File: src/rtl/i2c_slave_regs.sv
`timescale 1ns/1ps
// I2C target answering SLAVE_ADDR; exposes an 8-bit register-pointer read/write bus.
// Optional SCL/SDA glitch filter is enabled by defining I2C_SLAVE_GLITCH_FILTER_EN.
module i2c_slave_regs #(
    parameter logic [6:0]  SLAVE_ADDR = 7'h50,
    parameter int unsigned FILTER_LEN = 4
) (
    input  logic       clk_i,
    input  logic       rst_n_i,
    input  logic       scl_i,
    input  logic       sda_i,
    output logic       sda_oe_o,
    output logic [7:0] reg_addr_o,
    output logic [7:0] reg_wdata_o,
    output logic       reg_wr_en_o,
    output logic       reg_rd_en_o,
    input  logic [7:0] reg_rdata_i,
    output logic       busy_o
);

    typedef enum logic [2:0] {
        StIdle, StAddr, StAddrAck, StWrByte, StWrAck, StRdByte, StRdAck, StIgnore
    } state_e;

    if (FILTER_LEN < 1) begin : g_filter_len_check
        $error("FILTER_LEN must be at least 1");
    end

    // Synchronizers reset to the idle-bus level so reset release creates no false edges.
    logic [1:0] scl_sync_q, sda_sync_q;
    logic       scl_f, sda_f;
    logic       scl_q, sda_q;

    always_ff @(posedge clk_i or negedge rst_n_i) begin
        if (!rst_n_i) begin
            scl_sync_q <= 2'b11;
            sda_sync_q <= 2'b11;
        end else begin
            scl_sync_q <= {scl_sync_q[0], scl_i};
            sda_sync_q <= {sda_sync_q[0], sda_i};
        end
    end

`ifdef I2C_SLAVE_GLITCH_FILTER_EN
    localparam int unsigned CntW = (FILTER_LEN > 1) ? $clog2(FILTER_LEN) : 1;
    localparam logic [CntW-1:0] CntMax = CntW'(FILTER_LEN - 1);

    logic [CntW-1:0] scl_cnt_q, sda_cnt_q;
    logic            scl_filt_q, sda_filt_q;

    // Filtered value flips only after FILTER_LEN consecutive differing samples.
    always_ff @(posedge clk_i or negedge rst_n_i) begin
        if (!rst_n_i) begin
            scl_cnt_q  <= '0;
            sda_cnt_q  <= '0;
            scl_filt_q <= 1'b1;
            sda_filt_q <= 1'b1;
        end else begin
            if (scl_sync_q[1] == scl_filt_q) begin
                scl_cnt_q <= '0;
            end else if (scl_cnt_q == CntMax) begin
                scl_filt_q <= scl_sync_q[1];
                scl_cnt_q  <= '0;
            end else begin
                scl_cnt_q <= scl_cnt_q + 1'b1;
            end
            if (sda_sync_q[1] == sda_filt_q) begin
                sda_cnt_q <= '0;
            end else if (sda_cnt_q == CntMax) begin
                sda_filt_q <= sda_sync_q[1];
                sda_cnt_q  <= '0;
            end else begin
                sda_cnt_q <= sda_cnt_q + 1'b1;
            end
        end
    end

    assign scl_f = scl_filt_q;
    assign sda_f = sda_filt_q;
`else
    assign scl_f = scl_sync_q[1];
    assign sda_f = sda_sync_q[1];
`endif

    always_ff @(posedge clk_i or negedge rst_n_i) begin
        if (!rst_n_i) begin
            scl_q <= 1'b1;
            sda_q <= 1'b1;
        end else begin
            scl_q <= scl_f;
            sda_q <= sda_f;
        end
    end

    logic scl_rise, scl_fall, start_det, stop_det;
    assign scl_rise  = scl_f & ~scl_q;
    assign scl_fall  = ~scl_f & scl_q;
    assign start_det = scl_f & scl_q & sda_q & ~sda_f;
    assign stop_det  = scl_f & scl_q & ~sda_q & sda_f;

    state_e     state_q, state_d;
    logic [3:0] bit_cnt_q, bit_cnt_d;
    logic [7:0] shift_q, shift_d;
    logic [7:0] addr_q, addr_d;
    logic [7:0] wdata_q, wdata_d;
    logic       rw_q, rw_d;
    logic       first_byte_q, first_byte_d;
    logic       sda_oe_q, sda_oe_d;
    logic       wr_en_q, wr_en_d;
    logic       rd_en_q, rd_en_d;
    logic       rd_req_q, rd_req_d;
    logic       rd_load_q, rd_load_d;
    logic       busy_q, busy_d;

    always_ff @(posedge clk_i or negedge rst_n_i) begin
        if (!rst_n_i) begin
            state_q      <= StIdle;
            bit_cnt_q    <= '0;
            shift_q      <= '0;
            addr_q       <= '0;
            wdata_q      <= '0;
            rw_q         <= 1'b0;
            first_byte_q <= 1'b0;
            sda_oe_q     <= 1'b0;
            wr_en_q      <= 1'b0;
            rd_en_q      <= 1'b0;
            rd_req_q     <= 1'b0;
            rd_load_q    <= 1'b0;
            busy_q       <= 1'b0;
        end else begin
            state_q      <= state_d;
            bit_cnt_q    <= bit_cnt_d;
            shift_q      <= shift_d;
            addr_q       <= addr_d;
            wdata_q      <= wdata_d;
            rw_q         <= rw_d;
            first_byte_q <= first_byte_d;
            sda_oe_q     <= sda_oe_d;
            wr_en_q      <= wr_en_d;
            rd_en_q      <= rd_en_d;
            rd_req_q     <= rd_req_d;
            rd_load_q    <= rd_load_d;
            busy_q       <= busy_d;
        end
    end

    always_comb begin
        state_d      = state_q;
        bit_cnt_d    = bit_cnt_q;
        shift_d      = shift_q;
        addr_d       = addr_q;
        wdata_d      = wdata_q;
        rw_d         = rw_q;
        first_byte_d = first_byte_q;
        sda_oe_d     = sda_oe_q;
        busy_d       = busy_q;
        wr_en_d      = 1'b0;
        rd_req_d     = 1'b0;
        rd_en_d      = rd_req_q;
        rd_load_d    = rd_en_q;
        // Pointer advances the cycle after a write strobe; read data lands one cycle after rd_en.
        if (wr_en_q) begin
            addr_d = addr_q + 8'd1;
        end
        if (rd_load_q) begin
            shift_d = reg_rdata_i;
        end

        if (start_det) begin
            state_d   = StAddr;
            bit_cnt_d = '0;
            sda_oe_d  = 1'b0;
            busy_d    = 1'b1;
        end else if (stop_det) begin
            state_d   = StIdle;
            bit_cnt_d = '0;
            sda_oe_d  = 1'b0;
            busy_d    = 1'b0;
        end else begin
            unique case (state_q)
                StIdle: ;
                StAddr: begin
                    if (scl_rise) begin
                        shift_d   = {shift_q[6:0], sda_f};
                        bit_cnt_d = bit_cnt_q + 4'd1;
                    end else if (scl_fall && bit_cnt_q == 4'd8) begin
                        bit_cnt_d = '0;
                        if (shift_q[7:1] == SLAVE_ADDR) begin
                            state_d  = StAddrAck;
                            rw_d     = shift_q[0];
                            sda_oe_d = 1'b1;
                        end else begin
                            state_d = StIgnore;
                        end
                    end
                end
                StAddrAck: begin
                    if (scl_rise && rw_q) begin
                        rd_en_d = 1'b1;
                    end else if (scl_fall) begin
                        if (rw_q) begin
                            state_d  = StRdByte;
                            sda_oe_d = ~shift_q[7];
                        end else begin
                            state_d      = StWrByte;
                            first_byte_d = 1'b1;
                            sda_oe_d     = 1'b0;
                        end
                    end
                end
                StWrByte: begin
                    if (scl_rise) begin
                        shift_d   = {shift_q[6:0], sda_f};
                        bit_cnt_d = bit_cnt_q + 4'd1;
                    end else if (scl_fall && bit_cnt_q == 4'd8) begin
                        state_d   = StWrAck;
                        bit_cnt_d = '0;
                        sda_oe_d  = 1'b1;
                        if (first_byte_q) begin
                            addr_d       = shift_q;
                            first_byte_d = 1'b0;
                        end else begin
                            wdata_d = shift_q;
                            wr_en_d = 1'b1;
                        end
                    end
                end
                StWrAck: begin
                    if (scl_fall) begin
                        state_d  = StWrByte;
                        sda_oe_d = 1'b0;
                    end
                end
                StRdByte: begin
                    if (scl_fall) begin
                        shift_d = {shift_q[6:0], 1'b0};
                        if (bit_cnt_q == 4'd7) begin
                            state_d   = StRdAck;
                            bit_cnt_d = '0;
                            sda_oe_d  = 1'b0;
                        end else begin
                            bit_cnt_d = bit_cnt_q + 4'd1;
                            sda_oe_d  = ~shift_q[6];
                        end
                    end
                end
                StRdAck: begin
                    if (scl_rise) begin
                        if (!sda_f) begin
                            addr_d   = addr_q + 8'd1;
                            rd_req_d = 1'b1;
                        end else begin
                            state_d = StIgnore;
                        end
                    end else if (scl_fall) begin
                        state_d  = StRdByte;
                        sda_oe_d = ~shift_q[7];
                    end
                end
                StIgnore: begin
                    sda_oe_d = 1'b0;
                end
                default: begin
                    state_d  = StIdle;
                    sda_oe_d = 1'b0;
                end
            endcase
        end
    end

    assign sda_oe_o    = sda_oe_q;
    assign reg_addr_o  = addr_q;
    assign reg_wdata_o = wdata_q;
    assign reg_wr_en_o = wr_en_q;
    assign reg_rd_en_o = rd_en_q;
    assign busy_o      = busy_q;

endmodule

File: config.mk
export PLATFORM = sky130hd
export DESIGN_NAME = i2c_slave_regs
export DESIGN_NICKNAME = d
export VERILOG_FILES = /design/src/rtl/i2c_slave_regs.sv
export SDC_FILE = /design/constraint.sdc
export NUM_CORES = 1
export LEC_CHECK = 0
export CORE_MARGIN = 2
export CORE_UTILIZATION = 48
export CTS_CLUSTER_DIAMETER = 50
export CTS_CLUSTER_SIZE = 40
export DETAILED_ROUTE_END_ITERATION = 12
export GPL_TIMING_DRIVEN = 0
export PLACE_DENSITY = 0.81
export REMOVE_ABC_BUFFERS = 1
export SKIP_LAST_GASP = 1
export SLEW_MARGIN = 20
export SYNTH_ARGS = -nofsm -noshare
export SYNTH_HDL_FRONTEND = slang
export SYNTH_SLANG_ARGS = --single-unit
File: constraint.sdc
create_clock -name clk_i -period 3 [get_ports clk_i]
set_input_delay 0.9 -clock clk_i [delete_from_list [all_inputs] [get_ports clk_i]]
set_output_delay 0.9 -clock clk_i [all_outputs]
set_load 0.02 [all_outputs]
==> results of run 1 <==
## power by group
group	switching, mW	internal, mW	total, mW	leakage (nW)
Combinational	0.399	0.371	0.770	0.649
Sequential	0.241	0.713	0.954	0.578
Clock	0.233	0.250	0.482	0.0543
## cells in the final DEF, fill, tap and decap left out, types with 3 or more instances in the layout
cell                              count
sky130_fd_sc_hd__dfrtp_1             39
sky130_fd_sc_hd__clkdlybuf4s50_1     30
sky130_fd_sc_hd__nand2_1             22
sky130_fd_sc_hd__o21ai_0             20
sky130_fd_sc_hd__nor2_1              13
sky130_fd_sc_hd__inv_1               11
sky130_fd_sc_hd__mux2i_1             11
sky130_fd_sc_hd__a21oi_1             11
sky130_fd_sc_hd__mux2_2              11
sky130_fd_sc_hd__xor2_1               9
sky130_fd_sc_hd__xnor2_1              7
sky130_fd_sc_hd__o22ai_1              7
sky130_fd_sc_hd__ha_1                 6
sky130_fd_sc_hd__dfstp_2              6
sky130_fd_sc_hd__nand3_1              5
sky130_fd_sc_hd__clkbuf_8             5
sky130_fd_sc_hd__nor3_1               4
sky130_fd_sc_hd__nand3b_1             3
sky130_fd_sc_hd__a31oi_1              3
sky130_fd_sc_hd__or2b_1               3
sky130_fd_sc_hd__a21o_1               3
sky130_fd_sc_hd__nand4_1              3
sky130_fd_sc_hd__and3_1               3
sky130_fd_sc_hd__nor2b_1              3
sky130_fd_sc_hd__o41ai_1              3
## kinds of logic after synthesis
| family | after synthesis | synth area share, % |
|---|---|---|
| AND/OR/NAND/NOR | 79 | 17.6 |
| multiplexers | 23 | 9.02 |
| flip-flops | 45 | 41.7 |
| XOR/XNOR | 17 | 5.75 |
| AO/OA/AOI/OAI | 73 | 18.2 |
| adder cells (fa/ha/maj) | 6 | 2.76 |
| buffers and inverters | 27 | 5.01 |
## area by class of cell
type	count	share of cell area, %
Multi-Input combinational cell	198	46.0
Sequential cell	45	35.9
Tap cell	72	2.85
Clock buffer	5	2.18
Timing Repair Buffer	32	10.3
Inverter	11	1.31
Clock inverter	3	1.47
## sequential cells by signal, summed over array words and instances, names as in the netlist, 2 cells and up
signal and flops:
bit_cnt_q 4, state_q 3, reg_wdata_o 8, scl_sync_q 2, reg_addr_o 8, shift_q 8
sda_sync_q 2
## routing by layer
| layer | track usage [%] | vias to the layer above | part of all wire [%] |
|---|---|---|---|
| met5 | 0 | - | 0 |
| met4 | 7.76 | 0 | 1.4 |
| met3 | 3.30 | 7 | 4.7 |
| met2 | 33.4 | 67 | 47 |
| li1 | - | 1035 | - |
| met1 | 30.0 | 1063 | 46 |
## final timing paths
check                               from             to  slack [ns]  cells past startpoint
hold / removal             sda_sync_q[0]  sda_sync_q[1]        0.36                      0
min in group asynchronous        rst_n_i  reg_addr_o[1]        0.54                      1
setup / recovery                   scl_q  reg_addr_o[7]        0.42                      7
max in group asynchronous        rst_n_i     shift_q[7]        1.95                      2
setup reg to reg                   scl_q  reg_addr_o[7]        0.42                      7
hold reg to reg            sda_sync_q[0]  sda_sync_q[1]        0.36                      0
## through the flow
step	hold WS (ns)	setup TNS [ns]	power, mW	area [um2]
final	0.358	0	2.21	3160
after global placement	0.346	-9.27	1.69	3030
after CTS	0.360	0	2.20	3160
after detailed placement	0.347	0	1.72	3040
after global routing	0.369	0	2.34	3160
after floorplan	0.345	0	1.46	2630
==> metrics.txt, run 1 <==
# TYPE chip_impl_metric gauge
chip_impl_metric{name="grt_antenna_before_repair",unit=""} 0
chip_impl_metric{name="dr.pass1.iters",unit=""} 4
chip_impl_metric{name="timing.critical_path.required",unit="ns"} 3.18
chip_impl_metric{name="clk_path_buf_depth",unit=""} 2
chip_impl_metric{name="post_cts_resize_count",unit=""} 0
chip_impl_metric{name="initial_core_util",unit="%"} 49.4
chip_impl_metric{name="ys.warnings.count",unit=""} 0
chip_impl_metric{name="num_io_pins",unit=""} 32
chip_impl_metric{name="num-fill-cells",unit=""} 490
chip_impl_metric{name="tritoncts.num_buffers",unit=""} 5
chip_impl_info{name="cts_tree",value="done"} 1
chip_impl_metric{name="diodes",unit=""} 0
chip_impl_info{name="commonest_register_cell_after_synthesis",value="sky130_fd_sc_hd__dfrtp_1"} 1
chip_impl_info{name="post_synth_main_area_contributors",value="sky130_fd_sc_hd__dfrtp_1 36%, sky130_fd_sc_hd__dfstp_2 5.8%, sky130_fd_sc_hd__mux2_2 4.6%"} 1
chip_impl_metric{name="cts.hold.buffers_added",unit=""} 0
chip_impl_metric{name="drt-vias-per-instance",unit=""} 5.93
chip_impl_info{name="clockRootBuffer",value="sky130_fd_sc_hd__clkbuf_8"} 1
chip_impl_metric{name="highest_attainable_clock_frequency",unit="GHz"} 0.387
chip_impl_info{name="worst_hold_path_class",value="reg -> reg"} 1
chip_impl_metric{name="die_h",unit="um"} 79.3
chip_impl_metric{name="worst_path_max_fanout",unit=""} 13
chip_impl_metric{name="cap_viol_max_count",unit=""} 0
chip_impl_metric{name="synth-edff-count",unit=""} 0
chip_impl_metric{name="vias",unit=""} 2172
chip_impl_metric{name="final_antenna_net_count",unit=""} 0
chip_impl_metric{name="synth-seq-cells",unit=""} 45
chip_impl_metric{name="pre_cts_ws",unit="ns"} 0.458
chip_impl_metric{name="timing.critical_path.arrival",unit="ns"} 2.76
chip_impl_metric{name="die_x",unit="um"} 79.3
chip_impl_info{name="synth_most_common_cell",value="sky130_fd_sc_hd__dfrtp_1"} 1
chip_impl_info{name="path_delay_family",value="simple AND/OR/NAND/NOR gates"} 1
chip_impl_info{name="grt_setup_unrepaired",value="false"} 1
chip_impl_metric{name="share_of_cells_above_drive_strength_1",unit="%"} 13.9
chip_impl_info{name="run_status",value="complete, no violations"} 1
chip_impl_metric{name="ys_async_sr_fraction",unit="%"} 100
chip_impl_metric{name="multi_input_area",unit="mm2"} 0.00145
chip_impl_metric{name="sequential_cell_area",unit="mm2"} 0.00113
chip_impl_metric{name="worstPathBufferInverterCount",unit=""} 1
chip_impl_metric{name="post_drt_wl_per_cell",unit="um"} 16.7
chip_impl_metric{name="detailedRoute.firstIterationViolations",unit=""} 269
chip_impl_metric{name="areaGrowthSynthToFinish",unit="%"} 16.0
chip_impl_metric{name="grt.total_usage",unit="%"} 21.3
chip_impl_info{name="yosys-top-cells-count",value="39 x sky130_fd_sc_hd__dfrtp_1, 22 x sky130_fd_sc_hd__nand2_1, 20 x sky130_fd_sc_hd__o21ai_0"} 1
chip_impl_metric{name="core-area",unit="mm2"} 0.00551
chip_impl_metric{name="max_slew.worst_pin.slew",unit="ns"} 0.865
chip_impl_metric{name="p_leak",unit="nW"} 1.28
chip_impl_metric{name="post_synth_instance_area",unit="mm2"} 0.00272
chip_impl_metric{name="critPathMaxStageDelay",unit="ns"} 0.56
chip_impl_metric{name="detail_route.drc_violations",unit=""} 0
chip_impl_metric{name="synthesis.area_per_instance",unit="um2"} 10.1
chip_impl_metric{name="row_count",unit=""} 27
chip_impl_info{name="worst_path_max_delay_cell",value="sky130_fd_sc_hd__dfstp_2"} 1
chip_impl_metric{name="dpl.cell_count",unit=""} 358
chip_impl_metric{name="p_per_area",unit="mW/mm2"} 699
chip_impl_metric{name="routabilityCongestion",unit=""} 0.900
chip_impl_metric{name="final_cells",unit=""} 366
chip_impl_metric{name="finalSetupViolCount",unit=""} 0
chip_impl_metric{name="yosysSeqAreaShare",unit="%"} 41.7
chip_impl_metric{name="ir_worst_vdd",unit="uV"} 392
chip_impl_metric{name="finClkSkew",unit="ns"} 0.0105
chip_impl_metric{name="worst_setup_hold_path_clk_slew",unit="ns"} 0.10
chip_impl_metric{name="overflow",unit=""} 0
chip_impl_metric{name="grt_pass1_vias",unit=""} 2104
chip_impl_metric{name="depth_of_the_cts_h_tree",unit=""} 2
chip_impl_info{name="netlist.top_cell.by_area",value="sky130_fd_sc_hd__dfrtp_1"} 1
chip_impl_metric{name="final_nets",unit=""} 311
chip_impl_metric{name="period_needed",unit="ns"} 2.58
chip_impl_metric{name="clock_latency",unit="ns"} 0.31
chip_impl_metric{name="syn_inst",unit=""} 270
chip_impl_metric{name="die_area",unit="mm2"} 0.00629
chip_impl_metric{name="hpwl_detailed",unit="um"} 4200
chip_impl_metric{name="period_utilization_post_route",unit="%"} 86.0
chip_impl_metric{name="grt_start_max_net_pins",unit=""} 27
chip_impl_info{name="critical_path_class",value="reg -> reg"} 1
chip_impl_info{name="worst_setup_path_start_kind",value="flop"} 1
chip_impl_metric{name="worst_slew_margin_rel",unit="%"} 42.2
chip_impl_metric{name="yosysUniqueCellTypes",unit=""} 64
chip_impl_metric{name="wl",unit="um"} 6110
chip_impl_metric{name="cts.repair_timing.setup_buffer_count",unit=""} 0
chip_impl_metric{name="finish.utilization",unit="%"} 57.3
chip_impl_info{name="critical_path.endpoint_type",value="flop"} 1
chip_impl_metric{name="numPortBuffers",unit=""} 31
chip_impl_metric{name="grt_pass1_wl",unit="um"} 10600
chip_impl_metric{name="post-synth-top-area-fraction",unit="%"} 35.9
chip_impl_metric{name="clock_sinks",unit=""} 45
chip_impl_metric{name="finalMaxSlewViolations",unit=""} 0
chip_impl_metric{name="timing.final.ws_setup",unit="ns"} 0.419
chip_impl_info{name="crit_chain",value="inv_1 -> ha_1 -> or2b_1 -> nor2_1 -> o22ai_1 -> nor4_1 -> o21ai_0"} 1
chip_impl_metric{name="hold_violations",unit=""} 0
Note: power is estimated with default switching activity, not from simulation.
==> run 2: changes to the inputs <==
--- a/config.mk
+++ b/config.mk
@@ -18,3 +18,4 @@
 export SYNTH_ARGS = -nofsm -noshare
 export SYNTH_HDL_FRONTEND = slang
 export SYNTH_SLANG_ARGS = --single-unit
+export TNS_END_PERCENT = 30
==> results of run 2 <==
No change in the layout: final DEF, timing and power equal those of run 1.
==> run 3: changes to the inputs <==
--- a/config.mk
+++ b/config.mk
@@ -5,11 +5,13 @@
 export SDC_FILE = /design/constraint.sdc
 export NUM_CORES = 1
 export LEC_CHECK = 0
+export CAP_MARGIN = 20
 export CORE_MARGIN = 2
 export CORE_UTILIZATION = 48
 export CTS_CLUSTER_DIAMETER = 50
 export CTS_CLUSTER_SIZE = 40
 export DETAILED_ROUTE_END_ITERATION = 12
+export GPL_ROUTABILITY_DRIVEN = 0
 export GPL_TIMING_DRIVEN = 0
 export PLACE_DENSITY = 0.81
 export REMOVE_ABC_BUFFERS = 1
==> metrics.txt, run 3 (synthesis gave the netlist of run 1 again) <==
# TYPE chip_impl_metric gauge
chip_impl_metric{name="finish.utilization",unit="%"} 56.8
chip_impl_metric{name="worst_path_max_fanout",unit=""} 13
chip_impl_metric{name="post_cts_resize_count",unit=""} 0
chip_impl_metric{name="final.setup.tns",unit="ns"} 0
chip_impl_metric{name="cts.hold.buffers_added",unit=""} 0
chip_impl_metric{name="clock_latency",unit="ns"} 0.30
chip_impl_metric{name="ir_worst_vdd",unit="uV"} 374
chip_impl_metric{name="period_needed",unit="ns"} 2.53
chip_impl_info{name="origin_of_the_critical_flop_to_flop_path",value="scl_q"} 1
chip_impl_metric{name="r2r.worst_path.cells",unit=""} 7
chip_impl_metric{name="share_of_cells_above_drive_strength_1",unit="%"} 13.6
chip_impl_metric{name="clk_path_buf_depth",unit=""} 2
chip_impl_metric{name="depth_of_the_cts_h_tree",unit=""} 2
chip_impl_metric{name="core-area",unit="mm2"} 0.00551
chip_impl_info{name="reg2reg_to",value="reg_addr_o[7]"} 1
chip_impl_metric{name="row_count",unit=""} 27
chip_impl_metric{name="dr.pass1.iters",unit=""} 4
chip_impl_metric{name="cts.repair_timing.setup_buffer_count",unit=""} 0
chip_impl_metric{name="grt_pass1_wl",unit="um"} 10500
chip_impl_metric{name="grt_start_max_net_pins",unit=""} 30
chip_impl_metric{name="finalPower",unit="mW"} 2.12
chip_impl_metric{name="dpl.cell_count",unit=""} 358
chip_impl_info{name="grt_setup_unrepaired",value="false"} 1
chip_impl_info{name="worst_hold_path_class",value="reg -> reg"} 1
chip_impl_metric{name="clock_sinks",unit=""} 45
chip_impl_metric{name="num_io_pins",unit=""} 32
chip_impl_info{name="worst_path_max_delay_cell",value="sky130_fd_sc_hd__dfstp_2"} 1
chip_impl_metric{name="grt_antenna_before_repair",unit=""} 0
chip_impl_metric{name="die_x",unit="um"} 79.3
chip_impl_metric{name="max_slew.worst_pin.slew",unit="ns"} 0.832
chip_impl_metric{name="overflow",unit=""} 0
chip_impl_metric{name="die_area",unit="mm2"} 0.00629
chip_impl_info{name="mostFrequentLayoutCells",value="39 x sky130_fd_sc_hd__dfrtp_1, 30 x sky130_fd_sc_hd__clkdlybuf4s50_1, 22 x sky130_fd_sc_hd__nand2_1"} 1
chip_impl_info{name="run_status",value="complete, no violations"} 1
chip_impl_metric{name="die_h",unit="um"} 79.3
chip_impl_metric{name="critPathMaxStageDelay",unit="ns"} 0.55
chip_impl_metric{name="pwr-share-clk",unit="%"} 18.1
chip_impl_metric{name="vias",unit=""} 2220
chip_impl_metric{name="finalMaxSlewViolations",unit=""} 0
chip_impl_metric{name="detail_route.drc_violations",unit=""} 0
chip_impl_info{name="clockRootBuffer",value="sky130_fd_sc_hd__clkbuf_8"} 1
chip_impl_metric{name="worst_hold_path.num_cells",unit=""} 0
chip_impl_metric{name="timing.critical_path.arrival",unit="ns"} 2.70
chip_impl_info{name="cts_tree",value="done"} 1
chip_impl_metric{name="comb_power_share",unit="%"} 36.8
chip_impl_info{name="crit_chain",value="inv_1 -> ha_1 -> or2b_1 -> nor2_1 -> o22ai_1 -> nor4_1 -> o21ai_0"} 1
chip_impl_metric{name="finalSetupViolCount",unit=""} 0
chip_impl_metric{name="reg2reg_setup_slack",unit="ns"} 0.47
chip_impl_info{name="hold_path_startpoint",value="sda_sync_q[0]"} 1
chip_impl_metric{name="seq_power_share",unit="%"} 45.0
chip_impl_metric{name="drt-vias-per-instance",unit=""} 6.07
chip_impl_info{name="critical_path_class",value="reg -> reg"} 1
chip_impl_metric{name="detailedRoute.firstIterationViolations",unit=""} 232
chip_impl_metric{name="p_per_area",unit="mW/mm2"} 678
chip_impl_metric{name="hpwl_detailed",unit="um"} 4250
chip_impl_metric{name="post_drt_wl_per_cell",unit="um"} 17.1
chip_impl_metric{name="worst_slew_margin_rel",unit="%"} 44.4
chip_impl_metric{name="grt_pass1_vias",unit=""} 2140
chip_impl_metric{name="final_cells",unit=""} 366
chip_impl_metric{name="intPower",unit="mW"} 1.25
chip_impl_metric{name="sw_frac_of_total",unit="%"} 41.1
chip_impl_metric{name="worst_setup_hold_path_clk_slew",unit="ns"} 0.09
chip_impl_metric{name="timing.critical_path.required",unit="ns"} 3.16
chip_impl_metric{name="final_nets",unit=""} 311
chip_impl_metric{name="num-fill-cells",unit=""} 489
chip_impl_metric{name="wl",unit="um"} 6260
chip_impl_metric{name="cap_viol_max_count",unit=""} 0
chip_impl_metric{name="finClkSkew",unit="ns"} 0.00438
chip_impl_metric{name="highest_attainable_clock_frequency",unit="GHz"} 0.395
chip_impl_metric{name="diodes",unit=""} 0
chip_impl_metric{name="areaGrowthSynthToFinish",unit="%"} 15.0
chip_impl_metric{name="final_antenna_net_count",unit=""} 0
chip_impl_metric{name="tritoncts.num_buffers",unit=""} 5
chip_impl_metric{name="p_leak",unit="nW"} 1.26
chip_impl_metric{name="hold_violations",unit=""} 0
chip_impl_info{name="mostFrequentLayoutCell",value="sky130_fd_sc_hd__dfrtp_1"} 1
chip_impl_metric{name="total_switching_power",unit="mW"} 0.872
chip_impl_info{name="min_to",value="sda_sync_q[1]"} 1
chip_impl_metric{name="numPortBuffers",unit=""} 31
chip_impl_info{name="critical_path.endpoint_type",value="flop"} 1
chip_impl_metric{name="period_utilization_post_route",unit="%"} 84.5
chip_impl_metric{name="grt.total_usage",unit="%"} 21.4
chip_impl_metric{name="initial_core_util",unit="%"} 49.4
chip_impl_info{name="worst_setup_path_start_kind",value="flop"} 1
[run 3: cell count changes in the layout (fill, tap and decap cells not counted), sizes merged]
cell	delta
bufinv	-1
clkbuf	+1
clkinvlp	+1
clkinv	-1
[run 3: power by group through the flow]
| stage | Sequential (mW) | Combinational [mW] | Clock (mW) |
|---|---|---|---|
| finish | 0.955 | 0.781 | 0.385 |
| global route | 0.976 | 0.868 | 0.414 |
| detailed placement | 0.957 | 0.767 | 0 |
| floorplan | 0.908 | 0.556 | 0 |
| CTS | 0.947 | 0.778 | 0.388 |
| global placement | 0.949 | 0.734 | 0 |
[run 3: layout make-up]
class / count / area, um2 / share of cell area, %
inverters: 11 / 41.3 / 1.32
flip-flops and latches: 45 / 1130 / 36.2
repair buffers: 32 / 325 / 10.4
clock inverters: 2 / 15.0 / 0.480
clock buffers: 6 / 72.6 / 2.32
multi-input cells: 198 / 1450 / 46.4
well taps: 72 / 90.1 / 2.88
[run 3: worst max path at each step]
stage	startpoint	cells after the start	slack (ns)	to
CTS	reg_wr_en_o	1	0.50	reg_wr_en_o
floorplan	scl_q	7	0.82	reg_addr_o[0]
global route	scl_q	7	0.30	reg_addr_o[7]
finish	scl_q	7	0.47	reg_addr_o[7]
detailed placement	scl_q	7	0.54	reg_addr_o[7]
global placement	rst_n_i	1	-0.24	reg_wdata_o[3]
[run 3: critical path, delay by kind of cell (launching register included)]
family                   cells  cell delay [ns]
AND/OR/NAND/NOR              3             1.09
flip-flops                   1             0.55
AO/OA/AOI/OAI                2             0.38
adder cells (fa/ha/maj)      1             0.33
buffers and inverters        1             0.04
[run 3: stage by stage]
stage / hold slack (ns) / area, um2 / setup slack, ns
floorplan: 0.345 / 2630 / 0.823
global placement: 0.346 / 3030 / -0.238
detailed placement: 0.348 / 3040 / 0.539
CTS: 0.360 / 3130 / 0.503
global route: 0.363 / 3130 / 0.295
finish: 0.359 / 3130 / 0.466
[run 3: per-layer routing]
layer	up-vias	GRT usage, %	share of wire, %
met5	-	0	0
met4	0	7.41	1.6
met3	11	4.09	4.9
met2	74	34.2	47
met1	1100	29.1	46
li1	1035	-	-
